## src/rtl/fir_coeff_loader.sv

```systemverilog
// Streams FIR coefficients through a small FIFO into the filter coefficient RAM.
// Define FIR_COEFF_LOADER_TIMEOUT_EN to abort loads that stall for 255 cycles.
`timescale 1ns/1ps

module fir_coeff_loader #(
  parameter int MAX_COEFF  = 40,
  parameter int FIFO_DEPTH = 4
) (
  input  logic        iClk12M,
  input  logic        iRsn,
  input  logic        iEnSample600k,
  input  logic        iStart,
  input  logic [5:0]  iNumOfCoeff,
  input  logic        iCoeffValid,
  input  logic [15:0] iCoeffData,
  output logic        oCoeffReady,
  output logic        oCoeffUpdateFlag,
  output logic [5:0]  oAddrRam,
  output logic [15:0] oWrDtRam,
  output logic        oWrEn,
  output logic        oBusy,
  output logic        oDone,
  output logic        oErr
);

  localparam int AW = $clog2(FIFO_DEPTH);
  localparam logic [AW:0]   DEPTH_C = (AW+1)'(FIFO_DEPTH);
  localparam logic [AW:0]   CNT_ONE = (AW+1)'(1);
  localparam logic [AW-1:0] PTR_ONE = AW'(1);
  localparam logic [6:0]    MAX_C   = 7'(MAX_COEFF);

  typedef enum logic [1:0] {
    IDLE,
    LOAD,
    DRAIN,
    DONE
  } state_e;

  state_e state_q, state_d;

  logic [5:0]  n_q, n_d;
  logic [5:0]  acc_q, acc_d;
  logic [5:0]  wr_q, wr_d;
  logic        err_q, err_d;

  logic        wen_q;
  logic [5:0]  addr_q;
  logic [15:0] data_q;

  logic [15:0]   mem_q [FIFO_DEPTH];
  logic [AW-1:0] wp_q;
  logic [AW-1:0] rp_q;
  logic [AW:0]   cnt_q;

  logic fifo_full;
  logic fifo_empty;
  logic in_xfer;
  logic push;
  logic pop;
  logic flush;
  logic start_ok;
  logic tmo;

  assign fifo_full  = (cnt_q == DEPTH_C);
  assign fifo_empty = (cnt_q == '0);
  assign in_xfer    = (state_q == LOAD) ||
                      (state_q == DRAIN);

  assign oCoeffReady = (state_q == LOAD) &&
                       !fifo_full &&
                       (acc_q < n_q);

  assign push = iCoeffValid && oCoeffReady;

  // Sample strobe cycles belong to the filter's RAM read.
  assign pop = in_xfer &&
               !fifo_empty &&
               !iEnSample600k;

  assign start_ok = (iNumOfCoeff != 6'd0) &&
                    ({1'b0, iNumOfCoeff} <= MAX_C);

`ifdef FIR_COEFF_LOADER_TIMEOUT_EN
  logic [7:0] idle_q, idle_d;

  always_comb begin
    idle_d = 8'd0;
    if ((state_q == LOAD) && fifo_empty &&
        !iCoeffValid) begin
      idle_d = idle_q + 8'd1;
    end
  end

  assign tmo = (idle_d == 8'hFF);

  always_ff @(posedge iClk12M or negedge iRsn) begin
    if (!iRsn) begin
      idle_q <= 8'd0;
    end else begin
      idle_q <= idle_d;
    end
  end
`else
  assign tmo = 1'b0;
`endif

  always_comb begin
    state_d = state_q;
    n_d     = n_q;
    acc_d   = acc_q;
    wr_d    = wr_q;
    err_d   = 1'b0;
    if (push) begin
      acc_d = acc_q + 6'd1;
    end
    if (pop) begin
      wr_d = wr_q + 6'd1;
    end
    unique case (state_q)
      IDLE: begin
        if (iStart) begin
          if (start_ok) begin
            n_d     = iNumOfCoeff;
            acc_d   = 6'd0;
            wr_d    = 6'd0;
            state_d = LOAD;
          end else begin
            err_d = 1'b1;
          end
        end
      end
      LOAD: begin
        if (tmo) begin
          state_d = IDLE;
          err_d   = 1'b1;
        end else if (acc_d == n_q) begin
          state_d = DRAIN;
        end
      end
      DRAIN: begin
        if (wr_d == n_q) begin
          state_d = DONE;
        end
      end
      DONE: begin
        state_d = IDLE;
      end
      default: begin
        state_d = IDLE;
      end
    endcase
  end

  assign flush = (state_d == IDLE) &&
                 (state_q != IDLE);

  always_ff @(posedge iClk12M or negedge iRsn) begin
    if (!iRsn) begin
      state_q <= IDLE;
      n_q     <= 6'd0;
      acc_q   <= 6'd0;
      wr_q    <= 6'd0;
      err_q   <= 1'b0;
    end else begin
      state_q <= state_d;
      n_q     <= n_d;
      acc_q   <= acc_d;
      wr_q    <= wr_d;
      err_q   <= err_d;
    end
  end

  always_ff @(posedge iClk12M or negedge iRsn) begin
    if (!iRsn) begin
      wp_q  <= '0;
      rp_q  <= '0;
      cnt_q <= '0;
      for (int i = 0; i < FIFO_DEPTH; i++) begin
        mem_q[i] <= 16'd0;
      end
    end else if (flush) begin
      wp_q  <= '0;
      rp_q  <= '0;
      cnt_q <= '0;
    end else begin
      if (push) begin
        mem_q[wp_q] <= iCoeffData;
        wp_q        <= wp_q + PTR_ONE;
      end
      if (pop) begin
        rp_q <= rp_q + PTR_ONE;
      end
      unique case ({push, pop})
        2'b10:   cnt_q <= cnt_q + CNT_ONE;
        2'b01:   cnt_q <= cnt_q - CNT_ONE;
        default: cnt_q <= cnt_q;
      endcase
    end
  end

  always_ff @(posedge iClk12M or negedge iRsn) begin
    if (!iRsn) begin
      wen_q  <= 1'b0;
      addr_q <= 6'd0;
      data_q <= 16'd0;
    end else begin
      wen_q <= pop;
      if (pop) begin
        addr_q <= wr_q;
        data_q <= mem_q[rp_q];
      end
    end
  end

  assign oCoeffUpdateFlag = in_xfer;
  assign oBusy            = (state_q != IDLE);
  assign oDone            = (state_q == DONE);
  assign oErr             = err_q;
  assign oWrEn            = wen_q;
  assign oAddrRam         = addr_q;
  assign oWrDtRam         = data_q;

endmodule

```

## config.mk

```make
export PLATFORM = sky130hd
export DESIGN_NAME = fir_coeff_loader
export DESIGN_NICKNAME = d
export VERILOG_FILES = /design/src/rtl/fir_coeff_loader.sv
export SDC_FILE = /design/constraint.sdc
export NUM_CORES = 1
export LEC_CHECK = 0
export CAP_MARGIN = 20
export CORE_UTILIZATION = 52
export DETAILED_ROUTE_END_ITERATION = 12
export PLACE_DENSITY_LB_ADDON = 0.25
export REMOVE_ABC_BUFFERS = 1
export SKIP_CTS_REPAIR_TIMING = 1
export SKIP_LAST_GASP = 1
export SYNTH_ARGS = -nofsm -noshare
export SYNTH_HDL_FRONTEND = slang
export SYNTH_SLANG_ARGS = --single-unit
```

## constraint.sdc

```tcl
create_clock -name iClk12M -period 3.25 [get_ports iClk12M]
set_clock_uncertainty 0.2 [all_clocks]
set_input_delay 0.4875 -clock iClk12M [delete_from_list [all_inputs] [get_ports iClk12M]]
set_output_delay 0.4875 -clock iClk12M [all_outputs]
set_load 0.03 [all_outputs]
```

==> results.py, run 1 <==
metrics = {
    "hold_path": {
        "hold_path_class": "flip-flop to flip-flop",
        "worst_hold_path.num_cells": 2,
        "timing.hold.worst_endpoint": "oWrDtRam[15]",
        "holdCritStartpoint": "oWrDtRam[15]",
    },
    "sta": {
        "hold_slack_ns": 0.274,
        "hold_viol_final": 0,
        "worst_slew_pin_slew_ns": 0.888,
        "timing.slew.headroom_pct": 40.8,
        "drv_slew": 0,
        "worst_slack_ns": -0.0436,
        "grt_setup_unrepaired": "yes",
        "finalCritPeriodShare_pct": 101,
        "layout_min_cycle_time_ns": 3.29,
        "maxClockFrequency_mhz": 304,
        "sum_neg_setup_slack_ns": -0.496,
        "finalSetupViolations": 29,
    },
    "worst_setup_path": {
        "reg2regPathDepth": 13,
        "worstSetupStartpointType": "flip-flop",
        "timing.critical_path.required_ns": 3.45,
        "worst-path-max-fanout": 7,
        "worst-r2r-setup-slack_ns": -0.04,
        "timing.rr.end": "mem_q[55]",
        "worst_setup_path_type": "flip-flop to flip-flop",
        "crit-reg2reg-launch": "acc_q[0]",
        "crit_path_end_kind": "flip-flop",
        "worst_ep_arrival_ns": 3.50,
    },
    "clock_tree": {
        "tritoncts": "done",
        "ctsRootBufferMaster": "sky130_fd_sc_hd__clkbuf_8",
        "max-clock-path-buffers": 2,
        "clock_insertion_delay_at_the_later_pin_of_the_skew_report_ns": 0.53,
        "clock_sink_count": 115,
        "clk_pin_slew_ns": 0.06,
        "cts_htree_levels": 4,
        "cts-buffers-inserted": 17,
    },
    "final_layout": {
        "stdcell_count": 736,
        "design.final.nets": 631,
        "n_antenna_cell": 0,
        "final_area_um2": 7630,
        "finalCoreUtilization_pct": 72.6,
        "fill_cells": 707,
        "drive_gt1_share_pct": 33.7,
        "syn_to_final_growth_pct": 33.1,
    },
    "global_routing": {
        "grt_first_pass_wirelength_um": 21200,
        "grt_pass1_vias": 4274,
        "grt_util_all_layers_pct": 24.7,
        "grt_antenna_before_repair": 0,
        "global_route_total_overflow": 0,
        "maximum_number_of_pins_on_one_net_before_global_route_repair": 49,
    },
    "pwr": {
        "power.total_mw": 3.45,
        "total_switching_power_uw": 706,
        "comb_power_share_pct": 2.6,
        "total_leakage_power_nw": 3.69,
        "max-vdd-ir-drop_v": 0.000545,
        "switching_share_pct": 20.5,
        "power_per_cell_area_nw_per_um2": 452,
        "share_clk_of_total_power_pct": 55.8,
        "cell_internal_power_dissipation_mw": 2.74,
        "p_seq_share_pct": 41.6,
    },
    "placed_design": {
        "post_dp_cell_area_um2": 6690,
        "gp_congestion": 0.802,
        "placed_cells": 691,
        "dpl_hpwl_um": 8210,
        "preCtsSetupSlack_ns": -0.497,
        "numPortBuffers": 54,
    },
    "floorplanning": {
        "rows": 37,
        "io-pin-count": 55,
        "fp.dieW_um": 107,
        "core_area_um2": 10500,
        "initial_utilization_pct": 54.5,
        "floorplan.die_area_um2": 11400,
        "die-height_um": 107,
    },
    "status": {
        "failed_checks": "setup timing",
        "status": "finished with violations",
    },
    "yosys": {
        "most_instantiated_flip_flop_cell_in_the_synthesis_netlist": "sky130_fd_sc_hd__dfrtp_1",
        "synth_seq_area_share_pct": 50.2,
        "asyncSetResetFlopFracSynth_pct": 100,
        "post_synth_num_cell_types": 47,
        "ys_warn_count": 0,
        "synth_area_leaders": "sky130_fd_sc_hd__dfrtp_1, sky130_fd_sc_hd__mux2_4, sky130_fd_sc_hd__mux2_2",
        "post-synth-top-area-cell": "sky130_fd_sc_hd__dfrtp_1",
        "synth-seq-cells": 115,
        "synth_area_um2": 5730,
        "synth_edf_count": 0,
        "gate_count_of_the_mapped_netlist": 475,
        "postSynthAreaPerCell_um2": 12.1,
        "synth_top_cell_area_share_pct": 50.2,
    },
    "detailed_routing": {
        "routed-via-count": 3957,
        "remaining_drc_errors": 0,
        "ant_nets": 0,
        "routedWlPerCell_um": 18.0,
        "dr.first_iter.drc_count": 226,
        "routed_wl_um": 13200,
        "viasPerCell": 5.38,
        "detailedRoute.firstPassIterationCount": 5,
    },
    "job": {
        "max_cap_viol_count": 0,
    },
}
## placed cells by master, fill, tap and decap left out, drive strengths merged, types with 4 or more instances in the layout
master,instances
a21oi,7
buf,61
bufinv,4
clkbuf,21
clkdlybuf4s50,52
clkinvlp,5
dfrtp,115
ha,16
inv,14
mux2,65
mux4,16
nand2,96
nand2b,4
nand3,8
nor2,32
o21ai,11
or2,5
xnor2,18
xor2,11
## kinds of logic (layout without fill, tap and decap cells)
| kind of cell | Yosys count | in the layout | synth area share, % |
|---|---|---|---|
| simple gates | 166 | 166 | 13.0 |
| fa+ha+maj | 17 | 17 | 3.84 |
| buf+inv | 36 | 161 | 3.14 |
| mux | 82 | 82 | 21.2 |
| xor+xnor | 31 | 31 | 5.22 |
| compound gates | 28 | 28 | 3.36 |
| flops | 115 | 115 | 50.2 |
## synth_stat cells (3+ instances only)
cell	number
sky130_fd_sc_hd__nor3_1	3
sky130_fd_sc_hd__nor2_1	28
sky130_fd_sc_hd__nor2_4	3
sky130_fd_sc_hd__nand2b_1	4
sky130_fd_sc_hd__nor4_1	3
sky130_fd_sc_hd__o21ai_0	10
sky130_fd_sc_hd__xor2_1	11
sky130_fd_sc_hd__or2_2	5
sky130_fd_sc_hd__ha_1	16
sky130_fd_sc_hd__buf_6	5
sky130_fd_sc_hd__mux2_4	30
sky130_fd_sc_hd__mux2_2	35
sky130_fd_sc_hd__a21oi_1	7
sky130_fd_sc_hd__nand3_1	8
sky130_fd_sc_hd__dfrtp_1	115
sky130_fd_sc_hd__nand2_1	96
sky130_fd_sc_hd__mux4_2	16
sky130_fd_sc_hd__xnor2_1	18
sky130_fd_sc_hd__inv_1	13
sky130_fd_sc_hd__clkbuf_1	12
## flip-flops by register name, summed over array words and instances, names as in the netlist
register / cells
wp_q: 2
oWrDtRam: 16
state_q: 2
acc_q: 6
rp_q: 2
cnt_q: 3
wr_q: 6
oErr: 1
n_q: 6
mem_q: 64
oWrEn: 1
oAddrRam: 6
## layout make-up
class                      count  area, um2  area share (%)
sequential                   115       2880            37.8
multi-input combinational    324       2810            36.9
timing repair buffer         116       1100            14.4
clock buffer                  20        435            5.71
clock inverter                12        180            2.36
tap                          136        170            2.23
inverter                      13       48.8           0.640
## power groups by stage
stage	registers, mW	logic, mW	clock network [mW]
6_report	1.43	0.0902	1.92
5_1_grt	1.43	0.100	2.02
4_1_cts	1.43	0.0900	1.95
3_5_place_dp	1.46	0.0893	0
3_3_place_gp	1.46	0.0866	0
2_1_floorplan	1.46	0.00524	0
## worst max path at each step
stage,startpoint,to,slack [ns],cells after the start
finish,acc_q[0],mem_q[55],-0.04,13
global route,acc_q[4],mem_q[53],-0.11,11
CTS,acc_q[0],mem_q[49],-0.35,10
detailed placement,iEnSample600k,mem_q[36],-0.50,12
global placement,iNumOfCoeff[1],mem_q[18],-0.43,10
floorplan,state_q[0],mem_q[0],-0.92,11
## worst max-delay path, stage by stage (launching register included)
cell and delay (ns):
sky130_fd_sc_hd__dfrtp_1 0.44, sky130_fd_sc_hd__buf_6 0.15, sky130_fd_sc_hd__buf_4 0.12, sky130_fd_sc_hd__nand2b_1 0.16
sky130_fd_sc_hd__a21oi_2 0.19, sky130_fd_sc_hd__o21ai_2 0.09, sky130_fd_sc_hd__or2_4 0.26, sky130_fd_sc_hd__buf_6 0.14
sky130_fd_sc_hd__o2111a_2 0.27, sky130_fd_sc_hd__a2111oi_4 0.42, sky130_fd_sc_hd__buf_6 0.21, sky130_fd_sc_hd__nor2_4 0.08
sky130_fd_sc_hd__clkbuf_16 0.16, sky130_fd_sc_hd__mux2_4 0.29
## per-layer routing
layer / global-route usage (%) / share of wire [%] / wire (um) / vias to the layer above
met5: 0 / 0 / 0 / -
met4: 10.2 / 1.5 / 193 / 0
met3: 4.98 / 2.5 / 331 / 18
met2: 42.3 / 53 / 6980 / 70
met1: 30.5 / 43 / 5720 / 2024
li1: - / - / - / 1845
Power figures use the tool's default switching activity.
==> run 2, diff against run 1 <==
--- a/config.mk
+++ b/config.mk
@@ -5,7 +5,9 @@
 export SDC_FILE = /design/constraint.sdc
 export NUM_CORES = 1
 export LEC_CHECK = 0
+export ABC_CLOCK_PERIOD_IN_PS = 3250
 export CAP_MARGIN = 20
+export CORE_ASPECT_RATIO = 1.2
 export CORE_UTILIZATION = 52
 export DETAILED_ROUTE_END_ITERATION = 12
 export PLACE_DENSITY_LB_ADDON = 0.25
==> results.py, run 2 (synthesis results as in run 1) <==
metrics = {
    "final_layout": {
        "layout.cells.most_common": "sky130_fd_sc_hd__dfrtp_1",
        "fill_cells": 730,
        "syn_to_final_growth_pct": 31.1,
        "drive_gt1_share_pct": 34.1,
        "finalCoreUtilization_pct": 70.7,
        "final_area_um2": 7510,
        "design.final.nets": 627,
        "register_bank_with_the_most_flops": "mem_q",
        "layout.cells.most_common_list": "sky130_fd_sc_hd__dfrtp_1, sky130_fd_sc_hd__nand2_1, sky130_fd_sc_hd__clkdlybuf4s50_1",
        "stdcell_count": 725,
        "largest_register_ff_count": 64,
        "n_antenna_cell": 0,
    },
    "worst_setup_path": {
        "worst_setup_path_type": "flip-flop to flip-flop",
        "timing.critical_path.required_ns": 3.33,
        "crit_path_max_incr_delay_ns": 0.52,
        "worst-path-buf-inv": 2,
        "worst-path-max-fanout": 16,
        "cpLargestDelayFamily": "simple AND/OR/NAND/NOR gates",
        "timing.critical_path.slowest_stage_cell": "sky130_fd_sc_hd__or4_4",
        "worstSetupStartpointType": "flip-flop",
        "crit_path_end_kind": "flip-flop",
        "worst_ep_arrival_ns": 3.34,
        "crit_path_cell_trace": "nand3_1 > or2_2 > xnor2_1 > or4_4 > o2111a_2 > a2111oi_4 > buf_6 > nor2_4 > buf_12 > mux2_4",
    },
    "floorplanning": {
        "floorplan.die_area_um2": 11400,
        "core_area_um2": 10600,
        "fp.dieW_um": 97.8,
        "rows": 41,
        "io-pin-count": 55,
        "initial_utilization_pct": 54.0,
        "die-height_um": 117,
    },
    "global_routing": {
        "grt.met1_usage_pct": 27.0,
        "maximum_number_of_pins_on_one_net_before_global_route_repair": 75,
        "grt_antenna_before_repair": 0,
        "grt_pass1_vias": 4049,
        "globalRoute.busiestLayer": "met2",
        "grt_util_all_layers_pct": 22.9,
        "grtUsageMet3_pct": 5.52,
        "grt_met2_use_pct": 40.8,
        "grt_first_pass_wirelength_um": 19900,
        "global_route_total_overflow": 0,
    },
    "placed_design": {
        "dpl_hpwl_um": 7890,
        "placed_cells": 681,
        "numPortBuffers": 54,
        "gp_congestion": 0.798,
        "post_dp_cell_area_um2": 6660,
    },
    "sta": {
        "drv_slew": 0,
        "hold_slack_ns": 0.0330,
        "layout_min_cycle_time_ns": 3.25,
        "finalSetupViolations": 1,
        "timing.slew.headroom_pct": 36.8,
        "maxClockFrequency_mhz": 308,
        "finalCritPeriodShare_pct": 100,
        "worst_slew_pin_slew_ns": 0.948,
        "hold_viol_final": 0,
        "worst_slack_ns": -0.00187,
        "grt_setup_unrepaired": "yes",
    },
    "detailed_routing": {
        "routedWlPerCell_um": 17.2,
        "routed_wl_um": 12400,
        "viasPerCell": 5.46,
        "dr.first_iter.drc_count": 194,
        "routed-via-count": 3959,
        "detailedRoute.firstPassIterationCount": 8,
        "ant_nets": 0,
        "remaining_drc_errors": 10,
    },
    "status": {
        "status": "finished with violations",
        "failed_checks": "DRC, setup timing",
    },
    "clock_tree": {
        "ctsRootBufferMaster": "sky130_fd_sc_hd__clkbuf_16",
        "cts-buffers-inserted": 17,
        "tritoncts": "done",
        "max-clock-path-buffers": 2,
        "clock_insertion_delay_at_the_later_pin_of_the_skew_report_ns": 0.41,
        "clk_pin_slew_ns": 0.05,
        "cts_htree_levels": 4,
        "clock_sink_count": 115,
    },
    "hold_path": {
        "hold_path_class": "input pin to async pin",
    },
    "pwr": {
        "switching_share_pct": 22.2,
        "comb_power_share_pct": 2.5,
        "power_per_cell_area_nw_per_um2": 446,
        "p_seq_share_pct": 42.8,
        "share_clk_of_total_power_pct": 54.7,
        "cell_internal_power_dissipation_mw": 2.60,
        "power.total_mw": 3.35,
        "max-vdd-ir-drop_v": 0.000384,
        "total_leakage_power_nw": 3.60,
        "total_switching_power_uw": 744,
    },
    "job": {
        "max_cap_viol_count": 0,
    },
}
-- run 2: layer usage --
| layer | part of all wire [%] | vias to the layer above |
|---|---|---|
| met3 | 3.0 | 22 |
| met2 | 52 | 75 |
| li1 | - | 1841 |
| met1 | 43 | 2021 |
| met4 | 2.1 | 0 |
| met5 | 0 | - |
-- run 2: worst reg2reg max path: stages, from the launching register on --
cell and delay (ns):
sky130_fd_sc_hd__dfrtp_2 0.45, sky130_fd_sc_hd__nand3_1 0.11, sky130_fd_sc_hd__or2_2 0.31, sky130_fd_sc_hd__xnor2_1 0.13
sky130_fd_sc_hd__or4_4 0.52, sky130_fd_sc_hd__o2111a_2 0.31, sky130_fd_sc_hd__a2111oi_4 0.39, sky130_fd_sc_hd__buf_6 0.20
sky130_fd_sc_hd__nor2_4 0.05, sky130_fd_sc_hd__buf_12 0.15, sky130_fd_sc_hd__mux2_4 0.31
-- run 2: area by class of cell --
type / count / area, um2 / share of cell area [%]
flip-flops and latches: 115 / 2880 / 38.3
well taps: 129 / 161 / 2.15
multi-input cells: 324 / 2790 / 37.2
repair buffers: 112 / 1050 / 13.9
clock inverters: 15 / 156 / 2.08
clock buffers: 17 / 425 / 5.67
inverters: 13 / 48.8 / 0.650
-- run 2: per-stage QoR --
step           TNS (ns)  worst slack [ns]
5_1_grt           -3.88            -0.109
2_1_floorplan    -58.62            -0.916
6_report       -0.00187          -0.00187
3_5_place_dp     -25.48            -0.469
3_3_place_gp     -24.01            -0.425
4_1_cts          -17.82            -0.352
-- run 2: final timing paths --
path                                    from           end  slack [ns]  cells after the start
worst max-delay path                acc_q[4]     mem_q[55]      -0.002                     10
worst min-delay path                    iRsn      acc_q[2]        0.03                      1
worst max register to register      acc_q[4]     mem_q[55]      -0.002                     10
worst min register to register  oWrDtRam[12]  oWrDtRam[12]        0.27                      2
max in group asynchronous               iRsn     mem_q[16]        2.09                      2
min in group iClk12M            oWrDtRam[12]  oWrDtRam[12]        0.27                      2
-- run 2: power groups by stage --
stage | logic (mW) | clock network (mW) | registers [mW]
2_1_floorplan | 0.00524 | 0 | 1.46
3_3_place_gp | 0.0828 | 0 | 1.46
3_5_place_dp | 0.0847 | 0 | 1.46
4_1_cts | 0.0854 | 1.86 | 1.43
5_1_grt | 0.0932 | 1.92 | 1.43
6_report | 0.0836 | 1.83 | 1.43
